==> config.mk <==
export PLATFORM = sky130hd
export DESIGN_NAME = uart_rx_param_flat
export DESIGN_NICKNAME = d
export VERILOG_FILES = /design/src/rtl/uart_pkg.sv /design/src/rtl/uart_rx_param_if.sv /design/src/rtl/uart_baud_tick.sv /design/src/rtl/uart_rx_param.sv /design/src/flat_wrapper.sv
export SDC_FILE = /design/constraint.sdc
export NUM_CORES = 1
export LEC_CHECK = 0
export ABC_AREA = 1
export CAP_MARGIN = 40
export CORE_MARGIN = 3
export CORE_UTILIZATION = 65
export CTS_CLUSTER_SIZE = 24
export DETAILED_ROUTE_END_ITERATION = 8
export DONT_BUFFER_PORTS = 1
export GPL_TIMING_DRIVEN = 0
export PLACE_DENSITY = 0.81
export SLEW_MARGIN = 20
export SYNTH_ARGS = -nofsm -noshare
export SYNTH_HDL_FRONTEND = slang
export SYNTH_SLANG_ARGS = --single-unit
==> constraint.sdc <==
create_clock -name Clk -period 8.9 [get_ports Clk]
set_clock_uncertainty 0.05 [all_clocks]
set_input_delay 1.78 -clock Clk [delete_from_list [all_inputs] [get_ports Clk]]
set_output_delay 1.78 -clock Clk [all_outputs]
set_load 0.03 [all_outputs]
==> src/rtl/uart_pkg.sv <==
// Shared definitions for the parametrised UART receiver: FSM states, parity
// encodings and the data-bit clamp used when a frame's width is latched.
package uart_pkg;

    typedef enum logic [2:0] {
        ST_IDLE,
        ST_START,
        ST_DATA,
        ST_PARITY,
        ST_STOP
    } rx_state_e;

    localparam logic [1:0] PAR_NONE = 2'd0;
    localparam logic [1:0] PAR_EVEN = 2'd1;
    localparam logic [1:0] PAR_ODD  = 2'd2;

    localparam logic [3:0] NBITS_MIN = 4'd5;
    localparam logic [3:0] NBITS_MAX = 4'd9;

    function automatic logic [3:0] clamp_nbits(input logic [3:0] n, input logic [3:0] hi);
        if (n < NBITS_MIN) return NBITS_MIN;
        if (n > hi)        return hi;
        return n;
    endfunction

endpackage

==> src/rtl/uart_rx_param_if.sv <==
// Valid/ready word channel from the UART receiver to its consumer; the word
// carries the frame's error flags alongside the data.
interface uart_rx_param_if #(parameter int DATA_W = 8);
    logic [DATA_W-1:0] RxData;
    logic              RxValid;
    logic              RxReady;
    logic              FrameErr;
    logic              ParityErr;

    modport master (output RxData, RxValid, FrameErr, ParityErr, input RxReady);
    modport slave  (input RxData, RxValid, FrameErr, ParityErr, output RxReady);
endinterface

==> src/rtl/uart_baud_tick.sv <==
// Oversample tick generator: one-Clk pulse every max(div,1) cycles, with a
// synchronous restart so tick phase can be aligned to an external edge.
module uart_baud_tick #(
    parameter int DIV_W = 16
) (
    input  logic             Clk,
    input  logic             Rst,
    input  logic             restart,
    input  logic [DIV_W-1:0] div,
    output logic             tick
);
    logic [DIV_W-1:0] cnt;
    logic [DIV_W-1:0] last;

    // Divisors 0 and 1 both give a tick on every Clk.
    assign last = (div < DIV_W'(2)) ? '0 : div - 1'b1;
    assign tick = !restart && (cnt >= last);

    always_ff @(posedge Clk) begin
        if (Rst || restart)  cnt <= '0;
        else if (cnt >= last) cnt <= '0;
        else                  cnt <= cnt + 1'b1;
    end
endmodule

==> src/rtl/uart_rx_param.sv <==
// Parametrised UART receiver: Rx synchroniser, 3-sample majority vote per bit,
// runtime width/parity, valid/ready output with overrun. `RX_BURST_COUNT_EN adds BurstCount.
module uart_rx_param
    import uart_pkg::*;
#(
    parameter int DATA_W      = 8,
    parameter int OVS         = 16,
    parameter int DIV_W       = 16,
    parameter int SYNC_STAGES = 2
`ifdef RX_BURST_COUNT_EN
    ,
    parameter int IDLE_GAP    = 1_000_000
`endif
) (
    input  logic             Clk,
    input  logic             Rst,
    input  logic             RxEn,
    input  logic             Rx,
    input  logic [DIV_W-1:0] BaudDiv,
    input  logic [3:0]       NBits,
    input  logic [1:0]       ParityMode,
    uart_rx_param_if.master  rx_if,
    output logic             Overrun,
    output logic             Busy
`ifdef RX_BURST_COUNT_EN
    ,
    output logic [7:0]       BurstCount
`endif
);
    localparam int OSW = $clog2(OVS);
    localparam logic [OSW-1:0] OS_LAST = OSW'(OVS - 1);
    localparam logic [OSW-1:0] OS_V0   = OSW'(OVS / 2 - 1);
    localparam logic [OSW-1:0] OS_V1   = OSW'(OVS / 2);
    localparam logic [OSW-1:0] OS_V2   = OSW'(OVS / 2 + 1);
    localparam logic [3:0]     NB_HI   = (DATA_W > int'(NBITS_MAX)) ? NBITS_MAX : 4'(DATA_W);

    logic [SYNC_STAGES-1:0] sync_q;
    logic                   rs, rs_prev, fall, start_go, tick;

    rx_state_e         state;
    logic [OSW-1:0]    os_cnt;
    logic [3:0]        bit_cnt, nb_q;
    logic [1:0]        pm_q;
    logic              s0, s1, vote, par_acc, perr_acc;
    logic [DATA_W-1:0] shreg;
    logic              stop_vote, load_ok;

    logic [DATA_W-1:0] data_q;
    logic              valid_q, ferr_q, perr_q, ovr_q;

    always_ff @(posedge Clk) begin
        if (Rst) sync_q <= '1;
        else     sync_q <= {sync_q[SYNC_STAGES-2:0], Rx};
    end
    assign rs = sync_q[SYNC_STAGES-1];

    assign fall     = rs_prev && !rs;
    assign start_go = (state == ST_IDLE) && RxEn && fall;

    uart_baud_tick #(.DIV_W(DIV_W)) u_tick (
        .Clk     (Clk),
        .Rst     (Rst),
        .restart (start_go),
        .div     (BaudDiv),
        .tick    (tick)
    );

    // The third sample is taken live, so the vote resolves on the OS_V2 tick.
    assign vote      = (s0 & s1) | (s0 & rs) | (s1 & rs);
    assign stop_vote = (state == ST_STOP) && tick && (os_cnt == OS_V2);
    assign load_ok   = !valid_q || rx_if.RxReady;

    always_ff @(posedge Clk) begin
        if (Rst) begin
            state    <= ST_IDLE;
            rs_prev  <= 1'b1;
            os_cnt   <= '0;
            bit_cnt  <= '0;
            nb_q     <= NBITS_MIN;
            pm_q     <= PAR_NONE;
            s0       <= 1'b0;
            s1       <= 1'b0;
            par_acc  <= 1'b0;
            perr_acc <= 1'b0;
            shreg    <= '0;
            data_q   <= '0;
            valid_q  <= 1'b0;
            ferr_q   <= 1'b0;
            perr_q   <= 1'b0;
            ovr_q    <= 1'b0;
        end else begin
            rs_prev <= rs;
            if (valid_q && rx_if.RxReady) begin
                valid_q <= 1'b0;
                ovr_q   <= 1'b0;
            end

            if (state == ST_IDLE) begin
                if (start_go) begin
                    state    <= ST_START;
                    os_cnt   <= '0;
                    bit_cnt  <= '0;
                    shreg    <= '0;
                    par_acc  <= 1'b0;
                    perr_acc <= 1'b0;
                    nb_q     <= clamp_nbits(NBits, NB_HI);
                    pm_q     <= ParityMode;
                end
            end else if (tick) begin
                os_cnt <= (os_cnt == OS_LAST) ? '0 : os_cnt + 1'b1;
                if (os_cnt == OS_V0) s0 <= rs;
                if (os_cnt == OS_V1) s1 <= rs;

                case (state)
                    ST_START: begin
                        if (os_cnt == OS_V2 && vote) state <= ST_IDLE;
                        else if (os_cnt == OS_LAST)  state <= ST_DATA;
                    end
                    ST_DATA: begin
                        if (os_cnt == OS_V2) begin
                            for (int i = 0; i < DATA_W; i++)
                                if (bit_cnt == 4'(i)) shreg[i] <= vote;
                            par_acc <= par_acc ^ vote;
                        end
                        if (os_cnt == OS_LAST) begin
                            if (bit_cnt == nb_q - 4'd1) begin
                                bit_cnt <= '0;
                                state   <= (pm_q == PAR_EVEN || pm_q == PAR_ODD) ? ST_PARITY : ST_STOP;
                            end else begin
                                bit_cnt <= bit_cnt + 4'd1;
                            end
                        end
                    end
                    ST_PARITY: begin
                        if (os_cnt == OS_V2)   perr_acc <= vote ^ par_acc ^ (pm_q == PAR_ODD);
                        if (os_cnt == OS_LAST) state    <= ST_STOP;
                    end
                    ST_STOP: begin
                        // Leave at mid stop bit so a back-to-back start edge is still seen.
                        if (os_cnt == OS_V2) begin
                            state <= ST_IDLE;
                            if (load_ok) begin
                                data_q  <= shreg;
                                valid_q <= 1'b1;
                                ferr_q  <= !vote;
                                perr_q  <= perr_acc;
                            end else begin
                                ovr_q   <= 1'b1;
                            end
                        end
                    end
                    default: state <= ST_IDLE;
                endcase
            end
        end
    end

    assign rx_if.RxData    = data_q;
    assign rx_if.RxValid   = valid_q;
    assign rx_if.FrameErr  = ferr_q;
    assign rx_if.ParityErr = perr_q;
    assign Overrun         = ovr_q;
    assign Busy            = (state != ST_IDLE);

`ifdef RX_BURST_COUNT_EN
    localparam int GAP_W = $clog2(IDLE_GAP + 2);
    localparam logic [GAP_W-1:0] GAP_SAT = GAP_W'(IDLE_GAP + 1);

    logic [GAP_W-1:0] gap_cnt;
    logic             gap_seen;
    logic [7:0]       burst_q;

    // Any low rs (including every start edge) breaks the idle run.
    always_ff @(posedge Clk) begin
        if (Rst) begin
            gap_cnt  <= '0;
            gap_seen <= 1'b0;
            burst_q  <= '0;
        end else begin
            if (!rs)                   gap_cnt <= '0;
            else if (gap_cnt != GAP_SAT) gap_cnt <= gap_cnt + 1'b1;
            if (gap_cnt == GAP_SAT)    gap_seen <= 1'b1;
            if (stop_vote && load_ok) begin
                gap_seen <= 1'b0;
                if (gap_seen)               burst_q <= 8'd1;
                else if (burst_q != 8'hFF)  burst_q <= burst_q + 8'd1;
            end
        end
    end
    assign BurstCount = burst_q;
`endif
endmodule

==> src/flat_wrapper.sv <==
// flat-port wrapper written by rule: the top's interface ports become plain ports
module uart_rx_param_flat import uart_pkg::*;
#(
    parameter int DATA_W      = 8,
    parameter int OVS         = 16,
    parameter int DIV_W       = 16,
    parameter int SYNC_STAGES = 2

)
  (Clk, Rst, RxEn, Rx, BaudDiv, NBits, ParityMode, Overrun, Busy, rx_if_RxData, rx_if_RxValid, rx_if_FrameErr, rx_if_ParityErr, rx_if_RxReady);
  uart_rx_param_if #(.DATA_W(DATA_W)) rx_if_i ();
  input  logic Clk;
  input  logic Rst;
  input  logic RxEn;
  input  logic Rx;
  input  logic [DIV_W-1:0] BaudDiv;
  input  logic [3:0] NBits;
  input  logic [1:0] ParityMode;
  output logic Overrun;
  output logic Busy;
  output wire logic [$bits(rx_if_i.RxData)-1:0] rx_if_RxData;
  output wire logic [$bits(rx_if_i.RxValid)-1:0] rx_if_RxValid;
  output wire logic [$bits(rx_if_i.FrameErr)-1:0] rx_if_FrameErr;
  output wire logic [$bits(rx_if_i.ParityErr)-1:0] rx_if_ParityErr;
  input wire logic [$bits(rx_if_i.RxReady)-1:0] rx_if_RxReady;
  assign rx_if_RxData = rx_if_i.RxData;
  assign rx_if_RxValid = rx_if_i.RxValid;
  assign rx_if_FrameErr = rx_if_i.FrameErr;
  assign rx_if_ParityErr = rx_if_i.ParityErr;
  assign rx_if_i.RxReady = rx_if_RxReady;
  uart_rx_param #(.DATA_W(DATA_W), .OVS(OVS), .DIV_W(DIV_W), .SYNC_STAGES(SYNC_STAGES)) u_core (.Clk(Clk), .Rst(Rst), .RxEn(RxEn), .Rx(Rx), .BaudDiv(BaudDiv), .NBits(NBits), .ParityMode(ParityMode), .rx_if(rx_if_i), .Overrun(Overrun), .Busy(Busy));
endmodule
* After elaboration in Yosys (flattened, before gate mapping) *
Index checks and enable logic that the tools add are counted.

word-level totals
  register bits after elaboration = 60
  output and inout bits = 13

cells by class
  $add $sub $neg = 5
  $lt $le $gt $ge = 4
  equal/unequal tests = 24
  mux-type cells = 68
  bitwise logic cells = 8
  reductions and logical operators = 47

operators by type and width
  kind                   number
  $mux 4                 13
  $reduce_and 5->1       9
  $mux 8                 5
  $mux 1                 38
  $mux 3                 10
  $reduce_bool 2->1      13
  $eq 4x3->1 const B     5
  $add 16x1->16 const B  1
  $ge 16x16->1           1
  $lt 16x2->1 const B    1
  $mux 16                1
  $sub 16x1->16 const B  1
  $eq 4x4->1 const B     3
  $pmux 3 s4             1
  $reduce_and 4->1       3
  $ne 3x1->1 const B     3
  $add 4x1->4 const B    2
  $eq 4x2->1 const B     2
  $reduce_and 7->1       1
  $eq 3x2->1 const B     2
  $logic_and 1x1->1      6
  $reduce_and 3->1       2
  $eq 4x1->1 const B     1
  $eq 4x4->1             1
  21 further kinds       31

* Longest topological paths before layout *
Gate-level depths: netlist (run 1).

  depth in word-level cells = 12
  mapped depth = 22
  gate-level depth less buffers = 21

* Cells and area by module *
From an unflattened synthesis (run 1), not the netlist that was laid out.

second synthesis, totals
  cells, all modules = 574
  area, all modules = 3833.7 µm²

modules (own cells, without submodules)
  module          times used  cells each  area an instance (µm²)  seq. area each (µm²)
  uart_rx_param   1           318         2199.6                  880.8
  uart_baud_tick  1           256         1634.1                  320.3

* Worst setup path before layout (run 1) *
Ideal clock, no wire load.

  path kind = input -> register
  start point = in BaudDiv[2]
  end point = reg u_core.shreg[2]
  data arrival time = 3.942 ns
  data required time = 8.737 ns
  slack = 4.795 ns
  stages on the path = 20
  buffers on the path = 1
  cells stage by stage = inv_1 nand3_1 nor3_2 nand2_1 nor3_4 nand2_1 nor2_2 nand2_1 nand2_1 nand3_1 ha_1 a21oi_1 o21ai_2 nor2_4 nand3_4 buf_6 nand4_1 nand2_1 nand2_1 nor2_1

between the ends
  cells in the longest elaborated chain, start to end = 6
  elaborated cells between the ends (all ways) = 7
  those cells by class = add/sub: 1; order compare: 2; mux: 1; reduce/logical: 3

ends and longest elaborated chain
  item                                                 RTL line              source
  start: declaration                                   flat_wrapper.sv:16    input logic [DIV_W-1:0] BaudDiv;
  $sub 16x1->16 / $lt 16x2->1 (equally long branches)  uart_baud_tick.sv:16  assign last = (div < DIV_W'(2)) ? '0 : div - 1'b1;
  $mux 16 (*)                                          uart_baud_tick.sv:16
  $ge 16x16->1 (*)                                     uart_baud_tick.sv:17  assign tick = !restart && (cnt >= last);
  $logic_and 1x1->1 (*)                                uart_baud_tick.sv:17
  $reduce_bool 2->1 (no line) (*)                      n/a
  $reduce_and 5->1 (no line) (*)                       n/a
  end signal: indexed assignment                       uart_rx_param.sv:122  if (bit_cnt == 4'(i)) shreg[i] <= vote;
  end: declaration                                     uart_rx_param.sv:45   logic [DATA_W-1:0] shreg;

Every way passes the cells marked *; elsewhere a longest branch is shown, timed or not.
A chain may end at the register's enable or synchronous reset.

* Final worst setup path (run 1) *
  start point = in BaudDiv[2]
  end point = reg u_core.shreg[4]

The elaborated chain is that of the path after synthesis.

==> impl_metrics.sql, run 1 <==
INSERT INTO impl_metrics (metric_group, metric, value, unit) VALUES
('logic_synthesis', 'synth.largest_area_cell', 'dfxtp_1', ''),
('routing', 'topRoutingLayerUsed', 'met4', ''),
('clock_network', 'cts_tree', 'yes', ''),
('setup_path', 'cp_data_arrival_time', '4270', 'ps'),
('routing', 'vias_per_cell', '5.33', ''),
('logic_synthesis', 'net_count_after_synthesis', '609', ''),
('logic_synthesis', 'synth_most_common_cell', 'nand2_1', ''),
('clock_network', 'cts_post_setup_buffers_inserted', '0', ''),
('routing', 'route.final.wire_length', '8240', 'um'),
('logic_synthesis', 'synth_top_cells_by_count', '106 x nand2_1, 77 x nor2_1, 72 x inv_1, 60 x dfxtp_1, 30 x nand3_1', ''),
('logic_synthesis', 'unique_masters_post_synth', '43', ''),
('finish', 'area_growth_syn_to_layout', '7.90', '%'),
('setup_path', 'worst_ep_required_time', '9080', 'ps'),
('finish', 'layout.area.seq', '1200', 'um2'),
('clock_network', 'cts_made_buffers', '9', ''),
('hold_path', 'hold_path_class', 'register to register', ''),
('routing', 'wire_per_inst', '12.8', 'um'),
('floorplan', 'placeableCoreArea', '5640', 'um2'),
('routing', 'routed-via-count', '3424', ''),
('sta', 'slew_violations', '0', ''),
('hold_path', 'worst_hold_path.num_cells', '1', ''),
('place', 'place_congestion', '0.894', ''),
('logic_synthesis', 'synth-warning-count', '0', ''),
('flow_run', 'max_cap_violations', '0', ''),
('setup_path', 'depth_of_the_worst_register_to_register_path', '14', ''),
('global_route', 'gr-usage-all-layers', '25.0', '%'),
('logic_synthesis', 'synthTopCellsByArea', 'dfxtp_1 31%, nand2_1 10%, ha_1 8.7%', ''),
('sta', 'setup_ws', '4810', 'ps'),
('finish', 'filler_cell_count', '438', ''),
('hold_path', 'hold_start', 'u_core.sync_q[0]', ''),
('sta', 'timing.final.setup_violations', '0', ''),
('clock_network', 'htreeDepth', '3', ''),
('setup_path', 'regToRegSetupSlack', '6990', 'ps'),
('clock_network', 'max-clock-path-buffers', '2', ''),
('sta', 'timing.max_slew.rel_slack', '60.3', '%'),
('power_and_ir_drop', 'max_rail_drop_vdd', '196', 'uV'),
('setup_path', 'crit_path_start', 'BaudDiv[2]', ''),
('routing', 'wl_met1', '3830', 'um'),
('finish', 'layout-drive-gt1-share', '15.6', '%'),
('floorplan', 'die_h', '83.3', 'um'),
('global_route', 'grt_start_max_net_pins', '11', ''),
('sta', 'max_clock_freq', '245', 'MHz'),
('clock_network', 'clk_transition_reported_paths', '60', 'ps'),
('power_and_ir_drop', 'powerDensity', '260', 'nW/um2'),
('sta', 'timing.setup.tns', '0', 'ps'),
('logic_synthesis', 'synth_edf_count', '0', ''),
('logic_synthesis', 'postSynthCellCount', '555', ''),
('clock_network', 'clock-sinks', '60', ''),
('floorplan', 'die_area', '6930', 'um2'),
('power_and_ir_drop', 'fin_total_pwr', '0.00109', 'W'),
('power_and_ir_drop', 'power.leakage', '2.00', 'nW'),
('finish', 'finish.net_count', '620', ''),
('routing', 'route.met2.wl', '3810', 'um'),
('place', 'port-buffer-count', '0', ''),
('global_route', 'antenna_violations_before_repair', '0', ''),
('finish', 'utilization', '74.2', '%'),
('setup_path', 'endpoint_kind', 'register', ''),
('routing', 'met3_length', '457', 'um'),
('sta', 'setup_repair_after_global_routing_missed_its_margin', 'no', ''),
('floorplan', 'top_level_ports', '40', ''),
('hold_path', 'hold_end', 'u_core.sync_q[1]', ''),
('clock_network', 'post_cts_resized', '0', ''),
('routing', 'drt_drc_violations_left', '0', ''),
('setup_path', 'timing.critical_path.from_type', 'input port', ''),
('logic_synthesis', 'netlist_area', '3880', 'um2'),
('routing', 'drt_pre_antenna_iters', '4', ''),
('logic_synthesis', 'synth-main-ff-cell', 'dfxtp_1', ''),
('place', 'place_hpwl', '6310', 'um'),
('logic_synthesis', 'ys_ff_latch', '60', ''),
('run_status', 'outcome', 'complete, no violations', ''),
('floorplan', 'placement_rows', '27', '');
-- per-stage QoR --
| step | cells | area (um2) | hold slack [ps] |
|---|---|---|---|
| 2_1_floorplan | 555 | 3880 | 339 |
| 3_3_place_gp | 627 | 3970 | 346 |
| 3_5_place_dp | 627 | 3970 | 353 |
| 4_1_cts | 643 | 4190 | 373 |
| 5_1_grt | 643 | 4190 | 384 |
| 6_report | 643 | 4190 | 367 |
-- cell families (layout without fill, tap and decap cells) --
family,count (synthesis),count (layout),share of synthesized area [%]
AND/OR/NAND/NOR,281,281,35.3
XOR/XNOR,18,18,4.06
AO/OA/AOI/OAI,72,72,10.7
adder cells (fa/ha/maj),27,27,8.71
flip-flops,60,60,31.0
buffers and inverters,97,113,10.2
-- layout make-up --
cell class / count / area share, %
plain buffers: 12 / 1.85
flip-flops and latches: 60 / 28.7
multi-input cells: 398 / 54.5
well taps: 72 / 2.15
clock inverters: 5 / 1.79
clock buffers: 11 / 3.38
inverters: 85 / 7.62
-- worst max-delay path, cell delays in order --
cell and delay, ps:
inv_1 60, nand3_1 110, nor3_2 160, nand2_1 140, nor3_4 190, nand2_1 90
nor2_2 150, nand2_1 70, nand2_1 60, nand3_1 80, ha_1 300, a21oi_1 160
o21ai_2 90, nor2_4 250, nand3_4 150, buf_6 170, nand4_1 90, nand2_1 70
nand2_1 60, nor2_1 50
-- sequential cells by signal, summed over array words and instances (netlist names), 2 cells and up --
| signal | cells |
|---|---|
| u_core.u_tick.cnt | 16 |
| u_core.rx_if.RxData | 8 |
| u_core.shreg | 8 |
| u_core.bit_cnt | 4 |
| u_core.nb_q | 4 |
| u_core.os_cnt | 4 |
| u_core.state | 3 |
| u_core.pm_q | 2 |
| u_core.sync_q | 2 |
-- worst max-delay path by stage --
stage                                         to  slack, ps  cells after the start
final                            u_core.shreg[4]       4810                     20
after floorplan                  u_core.shreg[2]       4800                     20
after global placement           u_core.shreg[7]       4550                     20
after detailed placement         u_core.shreg[4]       4460                     20
after CTS                        u_core.shreg[4]       4810                     20
after global routing      u_core.rx_if.RxData[4]       4500                     18
-- report_power, final --
group          switching (W)  internal, W
combinational       0.000320     0.000159
clock               0.000103     0.000164
sequential         0.0000332     0.000308
-- layer usage --
metal | vias to the layer above | track usage (%)
met4 | 0 | 7.13
met2 | 69 | 40.9
li1 | 1794 | -
met5 | - | 0
met1 | 1546 | 32.7
met3 | 15 | 6.25
-- cell usage in the layout, fill, tap and decap left out, types with 3 or more instances in the layout --
cell and count:
o21ai_0 21, dfxtp_1 60, nor3_1 7, nand2_2 8
clkbuf_8 10, nor2_1 77, nand3_1 30, clkbuf_1 3
inv_2 13, nand2_1 106, nor2_4 5, buf_4 3
nor2_2 7, nor3_2 3, a21oi_2 4, xor2_1 14
clkinv_2 3, a21oi_1 29, nand4_1 13, or2_2 8
xnor2_1 4, inv_1 72, nand3_2 3, o21ai_1 9
buf_2 5, ha_1 27
No activity file was read; power rests on OpenSTA's default activity.
==> run 2, diff against run 1 <==
CORE_UTILIZATION = 64   (was 65)
PLACE_DENSITY = 0.8   (was 0.81)
clock period = 4 ns   (was 8.9 ns; I/O delays follow)
==> impl_metrics.sql, run 2 (same netlist as run 1, synthesis figures left out) <==
INSERT INTO impl_metrics (metric_group, metric, value, unit) VALUES
('run_status', 'outcome', 'complete, no violations', ''),
('place', 'port-buffer-count', '0', ''),
('floorplan', 'placement_rows', '27', ''),
('clock_network', 'cts_post_setup_buffers_inserted', '0', ''),
('clock_network', 'cts-hold-fix-buffers', '0', ''),
('sta', 'period_needed', '3180', 'ps'),
('clock_network', 'cts_made_buffers', '9', ''),
('sta', 'timing.final.setup_violations', '0', ''),
('setup_path', 'depth_of_the_worst_register_to_register_path', '14', ''),
('setup_path', 'timing.critical_path.from_type', 'input port', ''),
('setup_path', 'cpPeakStageDelay', '330', 'ps'),
('setup_path', 'critical-path-top-cell-by-count', 'nand2_1', ''),
('routing', 'drt_pre_antenna_iters', '5', ''),
('setup_path', 'endpoint_kind', 'register', ''),
('clock_network', 'cts_tree', 'yes', ''),
('global_route', 'gr-usage-all-layers', '24.5', '%'),
('clock_network', 'clk-insertion-delay-late', '330', 'ps'),
('setup_path', 'path_cells', 'nor2_1 > nand2_1 > inv_1 > nand4_2 > nor4_2 > inv_2 > buf_2 > nand3_1 > ha_1 > nand2_1 > inv_2 > nand2_1 > nand2_1 > nor2_2 > nand2_2 > nand2_4 > nand3_4 > buf_6 > nand4_1 > nand2_1 > nand2_1 > nor2_1', ''),
('place', 'place_congestion', '0.905', ''),
('routing', 'routed-via-count', '3445', ''),
('sta', 'worst_max_slew_pin_slew', '550', 'ps'),
('clock_network', 'clock-sinks', '60', ''),
('setup_path', 'r2r_end', 'u_core.shreg[4]', ''),
('setup_path', 'critPathSlowestCell', 'nor4_2', ''),
('finish', 'largest_register_ff_count', '16', ''),
('finish', 'finish.net_count', '620', ''),
('setup_path', 'crit_path_start', 'BaudDiv[7]', ''),
('global_route', 'number_of_global_route_vias_before_repair', '3250', ''),
('global_route', 'grt_start_max_net_pins', '11', ''),
('place', 'place_hpwl', '6280', 'um'),
('setup_path', 'critical_path.reg2reg.startpoint', 'u_core.u_tick.cnt[5]', ''),
('setup_path', 'class_of_the_most_critical_setup_path', 'input port to register', ''),
('clock_network', 'max-clock-path-buffers', '2', ''),
('setup_path', 'crit_end', 'u_core.shreg[4]', ''),
('routing', 'vias_per_cell', '5.36', ''),
('power_and_ir_drop', 'max_rail_drop_vdd', '385', 'uV'),
('sta', 'max_clock_freq', '314', 'MHz'),
('finish', 'layout.cells.most_common', 'nand2_1', ''),
('global_route', 'grt_first_pass_wirelength', '14200', 'um'),
('power_and_ir_drop', 'powerDensity', '582', 'nW/um2'),
('floorplan', 'die_width', '83.9', 'um'),
('setup_path', 'max_fo_critical_path', '10', ''),
('floorplan', 'initial_utilization', '68.3', '%'),
('setup_path', 'cp_data_arrival_time', '3360', 'ps'),
('global_route', 'grt_util_met3', '7.11', '%'),
('global_route', 'antenna_violations_before_repair', '0', ''),
('finish', 'area_growth_syn_to_layout', '7.90', '%'),
('sta', 'min_period_over_period', '79.5', '%'),
('global_route', 'grt_ovf', '0', ''),
('setup_path', 'regToRegSetupSlack', '2070', 'ps'),
('floorplan', 'die_area', '7030', 'um2'),
('power_and_ir_drop', 'power.leakage', '2.00', 'nW'),
('setup_path', 'worst_ep_required_time', '4180', 'ps'),
('sta', 'final_hold_viol_count', '0', ''),
('sta', 'timing.setup.tns', '0', 'ps'),
('sta', 'slew_violations', '0', ''),
('clock_network', 'post_cts_resized', '0', ''),
('routing', 'route.final.wire_length', '8180', 'um'),
('global_route', 'grt_util_met1', '30.9', '%'),
('clock_network', 'clk_transition_reported_paths', '70', 'ps'),
('global_route', 'grtUsageMet2', '39.8', '%'),
('floorplan', 'die_h', '83.9', 'um'),
('clock_network', 'cts.root.buffer_cell', 'clkbuf_8', ''),
('routing', 'drt_drc_violations_left', '0', ''),
('floorplan', 'placeableCoreArea', '5680', 'um2'),
('flow_run', 'max_cap_violations', '0', ''),
('finish', 'antennaDiodeCount', '0', ''),
('routing', 'wire_per_inst', '12.7', 'um'),
('hold_path', 'hold_path_class', 'register to register', ''),
('finish', 'mostFrequentLayoutCells', '106 x nand2_1, 77 x nor2_1, 72 x inv_1', ''),
('sta', 'timing.max_slew.rel_slack', '63.3', '%'),
('sta', 'timing.hold.ws', '358', 'ps'),
('finish', 'layout-drive-gt1-share', '15.6', '%'),
('routing', 'first_iter_violations', '201', ''),
('finish', 'largest_register', 'u_core.u_tick.cnt', ''),
('global_route', 'gr-max-usage-layer', 'met2', ''),
('sta', 'setup_repair_after_global_routing_missed_its_margin', 'no', ''),
('clock_network', 'htreeDepth', '3', ''),
('floorplan', 'top_level_ports', '40', ''),
('routing', 'ant_nets', '0', '');
-- run 2: cell counts in the layout (fill, tap and decap cells not counted) --
No cell type changed its count.
-- run 2: how the worst min path moves through the flow --
stage	endpoint	start	cells past startpoint
global placement	u_core.sync_q[1]	u_core.sync_q[0]	1
detailed placement	u_core.sync_q[1]	u_core.sync_q[0]	1
finish	u_core.sync_q[1]	u_core.sync_q[0]	1
global route	u_core.sync_q[1]	u_core.sync_q[0]	1
floorplan	u_core.sync_q[1]	u_core.sync_q[0]	1
CTS	u_core.sync_q[1]	u_core.sync_q[0]	1
-- run 2: area by class of cell --
| cell class | instances | area (um2) |
|---|---|---|
| inverter | 85 | 319 |
| tap | 72 | 90.1 |
| fill | 458 | 1490 |
| clock inverter | 5 | 75.1 |
| clock buffer | 11 | 141 |
| buffer | 12 | 77.6 |
| sequential | 60 | 1200 |
| multi-input combinational | 398 | 2280 |
-- run 2: per-stage QoR --
stage / setup WS, ps / utilization [%] / area [um2] / power [W] / instances
2_1_floorplan: 875 / - / 3880 / 0.00162 / 555
3_3_place_gp: 633 / 69.9 / 3970 / 0.00179 / 627
3_5_place_dp: 484 / 69.9 / 3970 / 0.00184 / 627
4_1_cts: 831 / 73.7 / 4190 / 0.00244 / 643
5_1_grt: 446 / 73.7 / 4190 / 0.00266 / 643
6_report: 820 / 73.7 / 4190 / 0.00244 / 643
-- run 2: worst max-delay path: cells and delay by family --
| family | cells | cell delay (ps) |
|---|---|---|
| simple gates | 16 | 1670 |
| buf+inv | 5 | 620 |
| fa+ha+maj | 1 | 240 |
-- run 2: routing by layer --
metal | share of wire, % | wire length (um)
met3 | 5.0 | 406
met1 | 48 | 3900
met2 | 46 | 3770
met5 | 0 | 0
met4 | 1.3 | 105
-- run 2: report_power, final --
part / switching, W / total [W] / internal [W] / leakage (nW)
Clock: 0.000232 / 0.000597 / 0.000365 / 0.113
Combinational: 0.000726 / 0.00108 / 0.000356 / 1.40
Sequential: 0.0000736 / 0.000759 / 0.000685 / 0.487
==> run 3, diff against run 2 <==
clock period = 3.1 ns   (was 4 ns; I/O delays follow)
==> impl_metrics.sql, run 3 (same netlist as run 1, synthesis figures left out) <==
INSERT INTO impl_metrics (metric_group, metric, value, unit) VALUES
('setup_path', 'worst-path-stages', '22', ''),
('floorplan', 'top_level_ports', '40', ''),
('routing', 'first_iter_violations', '154', ''),
('place', 'place_congestion', '0.905', ''),
('sta', 'slew_violations', '0', ''),
('sta', 'min_period_over_period', '93.5', '%'),
('routing', 'topRoutingLayerUsed', 'met4', ''),
('global_route', 'grt_start_max_net_pins', '11', ''),
('finish', 'utilization', '76.7', '%'),
('global_route', 'antenna_violations_before_repair', '0', ''),
('clock_network', 'max-clock-path-buffers', '2', ''),
('place', 'place_hpwl', '6280', 'um'),
('finish', 'area_growth_syn_to_layout', '12.3', '%'),
('routing', 'routed-via-count', '3485', ''),
('floorplan', 'placement_rows', '27', ''),
('clock_network', 'cts.root.buffer_cell', 'clkbuf_8', ''),
('flow_run', 'max_cap_violations', '0', ''),
('global_route', 'gr-usage-all-layers', '24.5', '%'),
('place', 'placed_cells_incl_taps', '627', ''),
('finish', 'antennaDiodeCount', '0', ''),
('sta', 'worst_max_slew_pin_slew', '558', 'ps'),
('setup_path', 'max_fo_critical_path', '10', ''),
('floorplan', 'initial_utilization', '68.3', '%'),
('finish', 'layout.cells.most_common', 'nand2_1', ''),
('setup_path', 'class_of_the_most_critical_setup_path', 'input port to register', ''),
('routing', 'route.final.wire_length', '8620', 'um'),
('setup_path', 'critical-path-top-cell-by-count', 'nand2_1', ''),
('setup_path', 'endpoint_kind', 'register', ''),
('power_and_ir_drop', 'max_rail_drop_vdd', '520', 'uV'),
('floorplan', 'die_h', '83.9', 'um'),
('sta', 'final_hold_viol_count', '0', ''),
('routing', 'wl_met1', '4010', 'um'),
('routing', 'ant_nets', '0', ''),
('setup_path', 'cpPeakStageDelay', '360', 'ps'),
('setup_path', 'cp_num_buf_inv', '4', ''),
('sta', 'period_needed', '2900', 'ps'),
('routing', 'vias_per_cell', '5.36', ''),
('setup_path', 'critical_path.reg2reg.startpoint', 'u_core.u_tick.cnt[5]', ''),
('clock_network', 'clk-insertion-delay-late', '330', 'ps'),
('setup_path', 'path_cells', 'nor2_2 > nand2_2 > inv_2 > nand4_4 > nor4_4 > inv_2 > buf_6 > nand3_1 > ha_1 > nand2_1 > nand2_1 > nand2_1 > nand2_1 > nor2_2 > nand2_2 > nand2_4 > nand3_4 > buf_6 > nand4_1 > nand2_1 > nand2_1 > nor2_1', ''),
('power_and_ir_drop', 'power.leakage', '2.06', 'nW'),
('setup_path', 'critPathSlowestCell', 'nor4_4', ''),
('finish', 'largest_register_ff_count', '16', ''),
('routing', 'drt_drc_violations_left', '0', ''),
('global_route', 'grt_first_pass_wirelength', '14200', 'um'),
('finish', 'largest_register', 'u_core.u_tick.cnt', ''),
('sta', 'setup_ws', '202', 'ps'),
('sta', 'max_clock_freq', '345', 'MHz'),
('floorplan', 'die_area', '7030', 'um2'),
('setup_path', 'worst_ep_required_time', '3280', 'ps'),
('routing', 'route.met2.wl', '4070', 'um'),
('routing', 'wire_per_inst', '13.3', 'um'),
('setup_path', 'crit_path_start', 'BaudDiv[7]', ''),
('run_status', 'outcome', 'complete, no violations', ''),
('finish', 'layout-drive-gt1-share', '18.3', '%'),
('finish', 'final_cells', '650', ''),
('finish', 'mostFrequentLayoutCells', '103 x nand2_1, 74 x nor2_1, 70 x inv_1', ''),
('place', 'port-buffer-count', '0', ''),
('hold_path', 'hold_start', 'Rx', ''),
('clock_network', 'clk_transition_reported_paths', '70', 'ps'),
('global_route', 'grt_ovf', '0', ''),
('floorplan', 'die_width', '83.9', 'um'),
('hold_path', 'hold_path_class', 'input port to register', ''),
('global_route', 'number_of_global_route_vias_before_repair', '3250', ''),
('setup_path', 'cp_data_arrival_time', '3080', 'ps'),
('setup_path', 'critical-path-top-delay-family', 'simple AND/OR/NAND/NOR gates', ''),
('floorplan', 'placeableCoreArea', '5680', 'um2'),
('hold_path', 'worst_hold_path.num_cells', '1', ''),
('clock_network', 'cts_tree', 'yes', ''),
('clock_network', 'cts_made_buffers', '9', ''),
('sta', 'timing.final.setup_violations', '0', ''),
('power_and_ir_drop', 'powerDensity', '733', 'nW/um2'),
('setup_path', 'timing.critical_path.from_type', 'input port', ''),
('finish', 'finish.net_count', '627', ''),
('setup_path', 'depth_of_the_worst_register_to_register_path', '14', ''),
('clock_network', 'htreeDepth', '3', ''),
('sta', 'timing.max_slew.rel_slack', '62.8', '%'),
('place', 'placement.setup.worst_slack', '-236', 'ps'),
('routing', 'met3_length', '418', 'um'),
('sta', 'setup_repair_after_global_routing_missed_its_margin', 'yes', ''),
('routing', 'drt_pre_antenna_iters', '7', ''),
('clock_network', 'clock-sinks', '60', '');
-- run 3: report_power, final --
group	switching [W]	internal, W
Sequential	0.0000964	0.000884
Combinational	0.000955	0.000490
Clock	0.000296	0.000471
-- run 3: per-stage QoR --
stage               power (W)  cell area, um2  hold slack (ps)  TNS, ps
finish                0.00319            4350              337        0
detailed placement    0.00237            3970              343    -5630
global placement      0.00231            3970              341     -885
CTS                   0.00315            4190              319        0
floorplan             0.00210            3880              339        0
global route          0.00347            4350              313     -227
-- run 3: worst reg2reg max path: stages, from the launching register on --
cell	delay, ps
dfxtp_1	340
ha_1	320
nand2_1	90
nand2_1	60
nand2_1	50
nand2_1	60
nor2_2	120
nand2_2	90
nand2_4	130
nand3_4	140
buf_6	170
nand4_1	90
nand2_1	70
nand2_1	60
nor2_1	40
-- run 3: timing repair --
item | CTS | global route
hold buffers | 0 | 0
setup buffers | 0 | 6
endpoints found under the setup margin | 0 | 49
gates resized for setup | 0 | 34
-- run 3: path summary, 6_finish.rpt --
path                                          to  slack (ps)
worst max-delay path             u_core.shreg[7]         200
worst min register to register  u_core.sync_q[1]         360
worst min-delay path            u_core.sync_q[0]         340
worst max register to register   u_core.shreg[7]        1140
-- run 3: final cells by class --
class	count	area (um2)
timing repair buffer	7	56.3
buffer	12	83.8
clock buffer	11	141
inverter	85	365
fill	431	1320
tap	72	90.1
clock inverter	5	75.1
multi-input combinational	398	2340
sequential	60	1200
-- run 3: layer usage --
layer | track usage (%) | up-vias
met5 | 0 | -
met4 | 9.06 | 0
met3 | 7.11 | 12
met2 | 39.8 | 75
met1 | 30.9 | 1587
li1 | - | 1811
